### src/rtl/cache_pkg.sv
// Shared definitions for the cache replacement logic.
//   repl_mode_e  : run-time replacement policy select (tree PLRU / LFSR random)
//   repl_state_e : control FSM states of the replacement unit
//   LFSR_SEED    : value loaded into the random-mode LFSR on reset
//   LFSR_TAPS    : Galois toggle mask for x^16+x^14+x^13+x^11+1 (right shift)
//   lfsr_step()  : one LFSR advance
package cache_pkg;

  typedef enum logic {
    REPL_PLRU   = 1'b0,
    REPL_RANDOM = 1'b1
  } repl_mode_e;

  typedef enum logic {
    ST_INIT = 1'b0,
    ST_IDLE = 1'b1
  } repl_state_e;

  localparam logic [15:0] LFSR_SEED = 16'hACE1;
  localparam logic [15:0] LFSR_TAPS = 16'hB400;

  // Right-shifting Galois form: the bit shifted out decides whether the
  // tap mask is folded back in.
  function automatic logic [15:0] lfsr_step(input logic [15:0] s);
    return (s >> 1) ^ (s[0] ? LFSR_TAPS : 16'h0000);
  endfunction

endpackage

### src/rtl/plru_tree.sv
// Combinational tree-PLRU helper for one cache set.
//   lkp_bits_i : tree bits of the set being looked up
//   victim_o   : way reached by walking the tree from the root
//   acc_bits_i : tree bits of the set being touched
//   acc_way_i  : way that was hit or filled
//   upd_bits_o : acc_bits_i with the touched way's root-to-leaf path pointing away
// Node 0 is the root, children of node n are 2n+1 / 2n+2; a node bit of 0
// steers the victim into the lower-index half.
module plru_tree #(
  parameter  int WAYS  = 4,
  localparam int WAY_W = $clog2(WAYS)
) (
  input  logic [WAYS-2:0]  lkp_bits_i,
  output logic [WAY_W-1:0] victim_o,
  input  logic [WAYS-2:0]  acc_bits_i,
  input  logic [WAY_W-1:0] acc_way_i,
  output logic [WAYS-2:0]  upd_bits_o
);

  // Victim walk: each level contributes one victim bit, MSB first.
  always_comb begin : walk
    int   node;
    logic b;
    node     = 0;
    b        = 1'b0;
    victim_o = '0;
    for (int lvl = 0; lvl < WAY_W; lvl++) begin
      b = 1'b0;
      for (int n = 0; n < WAYS-1; n++) begin
        if (n == node) b = lkp_bits_i[n];
      end
      victim_o = (victim_o << 1) | WAY_W'(b);
      node     = 2*node + 1 + int'(b);
    end
  end

  // Touch update: the way index bits, MSB first, select the path; each node
  // on it is set to point at the opposite half.
  always_comb begin : touch
    int               node;
    logic             b;
    logic [WAY_W-1:0] w;
    node       = 0;
    b          = 1'b0;
    w          = acc_way_i;
    upd_bits_o = acc_bits_i;
    for (int lvl = 0; lvl < WAY_W; lvl++) begin
      b = w[WAY_W-1];
      w = w << 1;
      for (int n = 0; n < WAYS-1; n++) begin
        if (n == node) upd_bits_o[n] = ~b;
      end
      node = 2*node + 1 + int'(b);
    end
  end

endmodule

### src/rtl/cache_repl_plru.sv
// N-way tree pseudo-LRU replacement unit with an LFSR random mode.
//   clk_i, rst_i      : clock, asynchronous active-high reset
//   mode_i            : 0 = tree PLRU, 1 = LFSR random (sampled with lookup)
//   flush_i           : pulse, restarts the clearing sweep over all sets
//   ready_o           : lookups and accesses accepted when high
//   lookup_valid_i/lookup_set_i/way_valid_i : victim request
//   victim_valid_o/victim_way_o             : registered result, 1 cycle later
//   access_valid_i/access_set_i/access_way_i: hit or fill touch
// After reset (or a flush) the tree storage is zeroed one set per cycle;
// requests are ignored until the sweep is done.
module cache_repl_plru
  import cache_pkg::*;
#(
  parameter  int SETS  = 128,
  parameter  int WAYS  = 4,
  localparam int IDX_W = $clog2(SETS),
  localparam int WAY_W = $clog2(WAYS)
) (
  input  logic             clk_i,
  input  logic             rst_i,
  input  logic             mode_i,
  input  logic             flush_i,
  output logic             ready_o,
  input  logic             lookup_valid_i,
  input  logic [IDX_W-1:0] lookup_set_i,
  input  logic [WAYS-1:0]  way_valid_i,
  output logic             victim_valid_o,
  output logic [WAY_W-1:0] victim_way_o,
  input  logic             access_valid_i,
  input  logic [IDX_W-1:0] access_set_i,
  input  logic [WAY_W-1:0] access_way_i
);

  repl_state_e      state_q, state_d;
  logic [IDX_W-1:0] cnt_q, cnt_d;
  logic [15:0]      lfsr_q, lfsr_d;
  logic             victim_valid_q, victim_valid_d;
  logic [WAY_W-1:0] victim_way_q, victim_way_d;

  logic [WAYS-2:0]  tree_q [SETS];

  logic             clr_en;
  logic             lkp_fire;
  logic             acc_fire;
  logic [WAY_W-1:0] plru_way;
  logic [WAYS-2:0]  upd_bits;
  logic [WAY_W-1:0] inv_way;
  logic             inv_any;
  logic [WAY_W-1:0] sel_way;

  // FSM state register
  always_ff @(posedge clk_i or posedge rst_i) begin
    if (rst_i) begin
      state_q <= ST_INIT;
      cnt_q   <= '0;
    end else begin
      state_q <= state_d;
      cnt_q   <= cnt_d;
    end
  end

  // FSM next state
  always_comb begin
    state_d = state_q;
    cnt_d   = cnt_q;
    case (state_q)
      ST_INIT: begin
        if (flush_i) begin
          cnt_d = '0;
        end else if (cnt_q == IDX_W'(SETS-1)) begin
          state_d = ST_IDLE;
          cnt_d   = '0;
        end else begin
          cnt_d = cnt_q + 1'b1;
        end
      end
      ST_IDLE: begin
        if (flush_i) begin
          state_d = ST_INIT;
          cnt_d   = '0;
        end
      end
      default: begin
        state_d = ST_INIT;
        cnt_d   = '0;
      end
    endcase
  end

  // FSM outputs
  always_comb begin
    ready_o = (state_q == ST_IDLE);
    clr_en  = (state_q == ST_INIT);
  end

  // A flush in the same cycle as a request takes precedence over it.
  assign lkp_fire = ready_o & lookup_valid_i & ~flush_i;
  assign acc_fire = ready_o & access_valid_i & ~flush_i;

  plru_tree #(.WAYS(WAYS)) u_tree (
    .lkp_bits_i (tree_q[lookup_set_i]),
    .victim_o   (plru_way),
    .acc_bits_i (tree_q[access_set_i]),
    .acc_way_i  (access_way_i),
    .upd_bits_o (upd_bits)
  );

  // Tree storage has no reset: the sweep zeroes it. The lookup path reads
  // the old contents, so a same-cycle access to the same set is not seen.
  always_ff @(posedge clk_i) begin
    if (clr_en) begin
      tree_q[cnt_q] <= '0;
    end else if (acc_fire) begin
      tree_q[access_set_i] <= upd_bits;
    end
  end

  // Invalid ways always win; scanning downwards leaves the lowest one.
  always_comb begin
    inv_any = ~&way_valid_i;
    inv_way = '0;
    for (int w = WAYS-1; w >= 0; w--) begin
      if (!way_valid_i[w]) inv_way = WAY_W'(w);
    end
    if (inv_any) begin
      sel_way = inv_way;
    end else if (repl_mode_e'(mode_i) == REPL_RANDOM) begin
      sel_way = lfsr_q[WAY_W-1:0];
    end else begin
      sel_way = plru_way;
    end
  end

  assign lfsr_d         = lfsr_step(lfsr_q);
  assign victim_valid_d = lkp_fire;
  assign victim_way_d   = lkp_fire ? sel_way : victim_way_q;

  // Result register and free-running LFSR
  always_ff @(posedge clk_i or posedge rst_i) begin
    if (rst_i) begin
      lfsr_q         <= LFSR_SEED;
      victim_valid_q <= 1'b0;
      victim_way_q   <= '0;
    end else begin
      lfsr_q         <= lfsr_d;
      victim_valid_q <= victim_valid_d;
      victim_way_q   <= victim_way_d;
    end
  end

  assign victim_valid_o = victim_valid_q;
  assign victim_way_o   = victim_way_q;

endmodule

### config.mk
export PLATFORM = sky130hd
export DESIGN_NAME = cache_repl_plru
export DESIGN_NICKNAME = d
export VERILOG_FILES = /design/src/rtl/cache_pkg.sv /design/src/rtl/plru_tree.sv /design/src/rtl/cache_repl_plru.sv
export SDC_FILE = /design/constraint.sdc
export NUM_CORES = 1
export LEC_CHECK = 0
export ABC_AREA = 0
export CAP_MARGIN = 20
export CORE_MARGIN = 3
export CORE_UTILIZATION = 55
export DETAILED_ROUTE_END_ITERATION = 16
export PLACE_DENSITY_LB_ADDON = 0.08
export SKIP_LAST_GASP = 1
export SYNTH_ARGS = -nofsm -noshare
export SYNTH_HDL_FRONTEND = slang
export SYNTH_HIERARCHICAL = 1
export SYNTH_SLANG_ARGS = --single-unit
### constraint.sdc
create_clock -name clk_i -period 4.5 [get_ports clk_i]
set_input_delay 0.675 -clock clk_i [delete_from_list [all_inputs] [get_ports clk_i]]
set_output_delay 0.675 -clock clk_i [all_outputs]
set_load 0.01 [all_outputs]
==> results.txt, run 1 <==
Across the run, the number of max-cap violations was 0. The number of clock buffers added by TritonCTS is 44. The clock input transition at the sequential cells of the worst setup and hold paths came out at roughly 0.06 ns. The number of slew-limit violations in the final report is 0. Setup repair after global routing left no endpoint under its margin.

The leakage component of the power is between 0.007 and 0.008 uW. The worst-case clock skew is roughly 0.0098 ns. Cells with a size suffix above 1 make up approximately a third of the layout.

The sequential power share is roughly 50%. The number of top-level design ports is 30. The placement row count came out at 66.

Setup violations remaining at the end of the flow were counted as 0. The floorplan step set the die height to ~190 um. The final critical path takes up between 80 and 90% of the cycle. The total wire length came out at approximately 45000 um. The relative area change from synthesis to final layout came out at 13.05%. The number of inserted diodes is 0. The number of levels in the clock H-tree is 2.

The floorplan die area is ~36000 um2. The placed wire-length estimate came out at approximately 30000 um. Summed over all failing endpoints, the final setup total negative slack is 0 ns. The class of the worst hold path is register to register. The number of design rule violations left after detail routing is 0. The pin count of the biggest net entering global routing came out at 129. At the worst endpoint, the required time is between 4 and 5 ns. The count of nets left with antenna violations once routing finished came out at 0.

The worst slew slack as a fraction of its limit is between 30 and 40%. The routed via count divided by cell count came out at about 6.7. The number of global-route vias before repair was between 10000 and 15000. The congestion estimate from routability-driven global placement came to 0.9096. When the netlist entered floorplanning its net count stood at between 900 and 1000. The number of buffers added on ports came out at 29. The cell count after synthesis is 953. The critical path goes through buf_4 -> buf_12 -> mux4_2 -> mux4_2 -> mux4_2 -> mux2_2 -> nor2_1 -> a21oi_1 -> and3_4 -> buf_12.

No sink is reached through more buffers than the 3 on the longest clock path. In this run the power density over the cells is between 300 and 400 nW/um2. The post-layout instance count excluding filler cells is 1471. In this run the worst path has a maximum fanout of approximately 130. The count of final hold-check violations is 0. The number of buffers inserted for hold repair after clock tree synthesis is 0.

The count of nets after finishing came out at 1022. The reported net switching power is roughly 1700 uW. The final design instance area without fill is approximately 21000 um2.

The region available for standard cell placement spans 32950 um2. The cell-internal power came out at ~6400 uW. The proportion of power drawn by the clock network came out at 42.9%. The highest clock rate came out at 266.0 MHz. Across every metal layer, demand over resource in global routing totals a little over a quarter. The switching part of the total power came out at around 21%.

The mean instance size in the synthesized netlist is roughly 19 um2. The critical path's largest stage delay came out at between 0.5 and 0.6 ns. The share of power burned in combinational logic is between 6 and 7%.

After synthesis the cells add up to 18570 um2. The first-pass GRT wire length came out at about 68000 um. The remaining global-route overflow is 0. The clock latency of the later-clocked register in the worst-skew pair came out at between 0.5 and 0.6 ns. After layout, the minimum clock period comes to between 3 and 4 ns. The worst setup path is launched from an input pin.

The detailed router finished its first iteration with around 1400 violations. By instance count, the cell type seen most on the critical path is mux4_2. The pre-antenna-repair detailed-routing pass consisted of 6 iterations.

The total setup buffers inserted after CTS is 0. The total placed cells including tap cells came out at 1391. The number of sinks handled by clock tree synthesis is between 400 and 500. At the pin with the least slew margin, the transition time is approximately 0.95 ns. The number of warnings reported in the yosys synthesis log is 6. The slowest stage of the critical path is the mux4_2 cell. The wire length per cell is approximately 31 um. The worst supply voltage drop on vdd is around 320 uV.

TritonCTS built the clock tree. The die is 189.8 um wide. The flow ran to the end, and the final reports show no timing, DRC or antenna violations. The kind of critical path is input pin to register. The worst setup path is captured at a register. The number of gates resized after CTS was 0. The total via count in the routed design is approximately 9900.

Cells fill a little under two thirds of the core in the end. The number of antenna violations at the first check in global routing came out at 0. The cell area after placement is a little under 20000 um2. The initial utilization of the core area, before any placement, comes to between 50% and 60%. The critical path data arrival time is between 3 and 4 ns. The tree is rooted in a clkbuf_16.
==> cell usage in the layout (no fill, tap or decap), drive strengths merged, types with 8 or more instances in the layout <==
| master | instances |
|---|---|
| edfxtp | 384 |
| nor2 | 139 |
| dfstp | 8 |
| mux4 | 210 |
| clkbuf | 56 |
| clkdlybuf4s50 | 24 |
| nand3 | 17 |
| nand2 | 31 |
| buf | 45 |
| dfrtp | 19 |
| mux2i | 14 |
| nand2b | 12 |
| clkinv | 16 |
| mux2 | 11 |
==> power by group through the flow <==
stage               combinational [uW]  sequential [uW]  clock, uW
global route                       551             4140       3710
detailed placement                 526             4220          0
CTS                                528             4140       3560
global placement                   523             4220          0
floorplan                          342             4220          0
finish                             525             4140       3510
==> per-layer routing <==
layer / share of wire (%) / GRT usage, %
met1: 40 / 38.49
met2: 49 / 42.00
met3: 8.6 / 4.404
met4: 2.3 / 6.198
met5: 0 / 0
==> path summary, 6_finish.rpt <==
kind / slack, ns / endpoint / start / cells past startpoint
max in group asynchronous: 3.27 / lfsr_q[4] / rst_i / 2
min in group asynchronous: 0.65 / victim_valid_o / rst_i / 2
min reg2reg: 0.35 / lfsr_q[1] / lfsr_q[2] / 0
max reg2reg: 1.16 / tree_q[54][2] / tree_q[88][2] / 8
max: 0.74 / tree_q[54][2] / access_set_i[0] / 10
min: 0.35 / lfsr_q[1] / lfsr_q[2] / 0
==> critical path, delay by kind of cell <==
kind | cells | cell delay [ns]
mux | 4 | 1.88
buf+inv | 3 | 0.87
simple gates | 2 | 0.28
compound gates | 1 | 0.05
==> per-stage QoR <==
stage	setup slack, ns	power, uW	hold slack (ns)
after floorplan	0.4196	4559	0.3312
final	0.7402	8174	0.3466
after CTS	0.8665	8230	0.3517
after global routing	0.7122	8400	0.3609
after global placement	0.2688	4743	0.3444
after detailed placement	0.3027	4747	0.3371
==> registers in the layout, summed over array words and instances, names as in the netlist <==
| signal | count |
|---|---|
| cnt_q | 7 |
| lfsr_q | 16 |
| victim_valid_o | 1 |
| ready_o | 1 |
| tree_q | 384 |
| victim_way_o | 2 |
==> cell type report <==
type / instances / area (um2)
timing repair buffer: 69 / 777.0
sequential: 411 / 12220
clock buffer: 56 / 1221
clock inverter: 24 / 190.2
tap: 442 / 553.0
inverter: 5 / 18.77
multi-input combinational: 464 / 6022
fill: 2180 / 11950
Power figures use the tool's default switching activity.
==> inputs of run 2 (changes only) <==
==> constraint.sdc (replaced) <==
create_clock -name clk_i -period 3.2 [get_ports clk_i]
set_input_delay 0.48 -clock clk_i [delete_from_list [all_inputs] [get_ports clk_i]]
set_output_delay 0.48 -clock clk_i [all_outputs]
set_load 0.01 [all_outputs]
==> results.txt, run 2 (synthesis gave the netlist of run 1 again) <==
The number of global-route vias before repair is 10440 (was 10310). The class of the worst hold path is input pin to asynchronous set/reset pin (was register to register). The total power consumption of the routed design came to 11510 uW (was 8174 uW).

The share of power burned in combinational logic is 7.1% (was 6.4%). The pin count of the biggest net entering global routing came out at 65 (was 129). The number of inserted diodes is 0 (unchanged).

The count of final hold-check violations is 0 (unchanged). The critical path startpoint category is a register (was input pin). The clock root buffer was clkbuf_16 (unchanged). The worst slew slack as a fraction of its limit is 48.79% (was 36.84%). The number of sinks handled by clock tree synthesis is 411 (unchanged). The remaining global-route overflow is 0 (unchanged).

Unrepaired setup endpoints after global routing: yes (was no). The worst-case clock skew came out at 0.02545 ns (was 0.009792 ns). The placed wire-length estimate came out at 29860 um (was 30220 um). The largest driver fanout on the critical path is 2 (was 128). The clock period minus final worst setup slack came out at approximately 3.2 ns. The number of levels in the clock H-tree came to 2 (unchanged). The fraction of final layout cells with drive strength greater than 1 is 34.84% (was 33.43%). The length of the first detailed-routing pass in iterations came out at 7 (was 6). The flip-flop count of the largest register, all copies and words added came out at 384 (unchanged).

The total via count in the routed design came out at 10040 (was 9872). The number of top-level design ports came out at 30 (unchanged). The critical-path cell with the highest stage delay is mux4_2 (unchanged). Largest registers: tree_q x384, lfsr_q x16, cnt_q x7 (unchanged). The clock latency of the later-clocked register in the worst-skew pair is 0.56 ns (was 0.55 ns).

The wire length per cell was 30.28 um (was 30.63 um). The power density over the cells is 536.2 nW/um2 (was 389.3 nW/um2). The number of antenna violations at the first check in global routing is 0 (unchanged). The commonest non-fill, non-tap cell in the layout is edfxtp_1 (unchanged). The total CTS buffers is 43 (was 44). The switching part of the total power was 21.25% (was 21.41%).

The number of slew-limit violations in the final report was 0 (unchanged). The number of buffers inserted for hold repair after clock tree synthesis is 0 (unchanged). The placeable core area came out at 32950 um2 (unchanged). The most used cell along the critical path is mux4_2 (unchanged). The post-route core utilization is 65.18% (was 63.73%). The post-route antenna net violation count is 0 (unchanged).

The placement row count is 66 (unchanged). Cells along the critical path: mux4_2 -> mux4_2 -> mux4_2 -> mux2_4 -> mux2_4 -> mux2i_1 -> a21boi_1 -> o21ai_1 -> o21ai_1 (was buf_4 -> buf_12 -> mux4_2 -> mux4_2 -> mux4_2 -> mux2_2 -> nor2_1 -> a21oi_1 -> and3_4 -> buf_12). The first-pass GRT wire length is 68350 um (was 68320 um).

The worst supply voltage drop on vdd came out at 423.9 uV (was 317.0 uV). The final estimated routing congestion in global placement was 0.8464 (was 0.9096). Outcome: complete, no violations (unchanged).

The floorplan die area is 36010 um2 (unchanged). The layout filler cell count was 2158 (was 2180). The worst setup timing slack at the placement stage is -0.5443 ns (was 0.3027 ns). The final clock period utilization by the worst path is approximately 99%.

The critical path's largest stage delay was 0.56 ns (was 0.55 ns). The proportion of power drawn by the clock network is 42.3% (was 42.9%). The count of nets after finishing is 1057 (was 1022). The sequential power share came out at 50.6% (was 50.7%). The worst path required time came to 3.61 ns (was 4.68 ns). The effective utilization at floorplan was 56.37% (unchanged).

The relative area change from synthesis to final layout came out at 15.63% (was 13.05%). The sort of element at the end of the critical path is a register (unchanged). The clock input transition at the sequential cells of the worst setup and hold paths came to 0.06 ns (about the same).

The aggregate global-route resource usage came out at 26.18% (was 26.12%). The final setup slack of the worst path is 0.03500 ns (was 0.7402 ns). The horizontal die dimension came out at 189.8 um (unchanged).

The total wire length came out at 45640 um (was 45060 um). The total placed cells including tap cells is 1416 (was 1391). The setup TNS after final layout is 0 ns (unchanged).

The leakage component of the power came out at 0.007459 uW (was 0.007214 uW). The die outline height is 189.8 um (unchanged). The post-layout instance count excluding filler cells is 1507 (was 1471). The number of design rule violations left after detail routing came to 0 (unchanged). The number of maximum-capacitance constraint violations is 0 (unchanged). The routed via count divided by cell count came out at 6.660 (was 6.711). The TritonCTS clock tree is done (unchanged).

For this run, the top clock speed supported by timing is between 300 and 400 MHz. The slew at the pin closest to its max-slew limit came out at 0.7631 ns (was 0.9464 ns). The number of buffers added on ports came to 29 (unchanged). The largest buffer count on any clock path came to 3 (unchanged).

The kind of critical path is register to register (was input pin to register). The number of design-rule violations left by the first detailed-router iteration is 987 (was 1377). The cell-internal power is 9068 uW (was 6424 uW). The critical path data arrival time is 3.58 ns (was 3.93 ns).

The cell depth of the worst flop-to-flop path is 9 (was 8). The setup-violating endpoint count in the final report came to 0 (unchanged). The register ranked first by flip-flop count is tree_q (unchanged). Commonest cells after routing, fill and taps aside: edfxtp_1 (384), mux4_2 (210), nor2_1 (139) (unchanged). The reported net switching power came to 2446 uW (was 1750 uW).
-- run 2: worst paths after layout --
kind | startpoint | endpoint | slack [ns]
worst max-delay path | tree_q[63][0] | victim_way_o[0] | 0.03
worst min-delay path | rst_i | lfsr_q[9] | 0.26
worst max register to register | tree_q[63][0] | victim_way_o[0] | 0.03
worst min register to register | lfsr_q[9] | lfsr_q[8] | 0.35
max in group asynchronous | rst_i | lfsr_q[0] | 2.40
min in group clk_i | lfsr_q[9] | lfsr_q[8] | 0.35
-- run 2: routing by layer --
| metal | up-vias | track usage (%) | wire length (um) |
|---|---|---|---|
| li1 | 4098 | - | - |
| met1 | 5340 | 36.30 | 17740 |
| met2 | 492 | 42.32 | 22640 |
| met3 | 104 | 5.620 | 3716 |
| met4 | 2 | 8.445 | 1457 |
| met5 | - | 1.648 | 83 |
-- run 2: area by class of cell --
| type | count | area (um2) | share of cell area [%] |
|---|---|---|---|
| Tap cell | 442 | 553.0 | 2.575 |
| Clock buffer | 53 | 1135 | 5.284 |
| Timing Repair Buffer | 105 | 1287 | 5.995 |
| Clock inverter | 27 | 240.2 | 1.119 |
| Multi-Input combinational cell | 464 | 6026 | 28.06 |
| Inverter | 5 | 18.77 | 0.08739 |
| Sequential cell | 411 | 12220 | 56.88 |
-- run 2: critical path, delay by kind of cell (launching register included) --
kind | cells | cell delay [ns]
compound gates | 3 | 0.32
flops | 1 | 0.38
mux | 6 | 2.33
-- run 2: metrics by stage --
stage,hold WS [ns],area [um2]
after CTS,0.3595,21290
after detailed placement,0.3372,19920
after floorplan,0.3312,18790
after global placement,0.3446,19920
after global routing,0.2876,21480
final,0.2650,21480
-- run 2: power groups by stage --
stage | Sequential [uW] | Combinational, uW | Clock, uW
after floorplan | 5930 | 515 | 0
after global placement | 5930 | 784 | 0
after detailed placement | 5930 | 790 | 0
after CTS | 5820 | 792 | 4950
after global routing | 5820 | 857 | 5180
final | 5820 | 820 | 4870
-- run 2: what timing repair did --
| action | 4_1_cts | 5_1_grt |
|---|---|---|
| setup buffers | 0 | 8 |
| gates resized for setup | 0 | 6 |
| endpoints found under the setup margin | 0 | 49 |
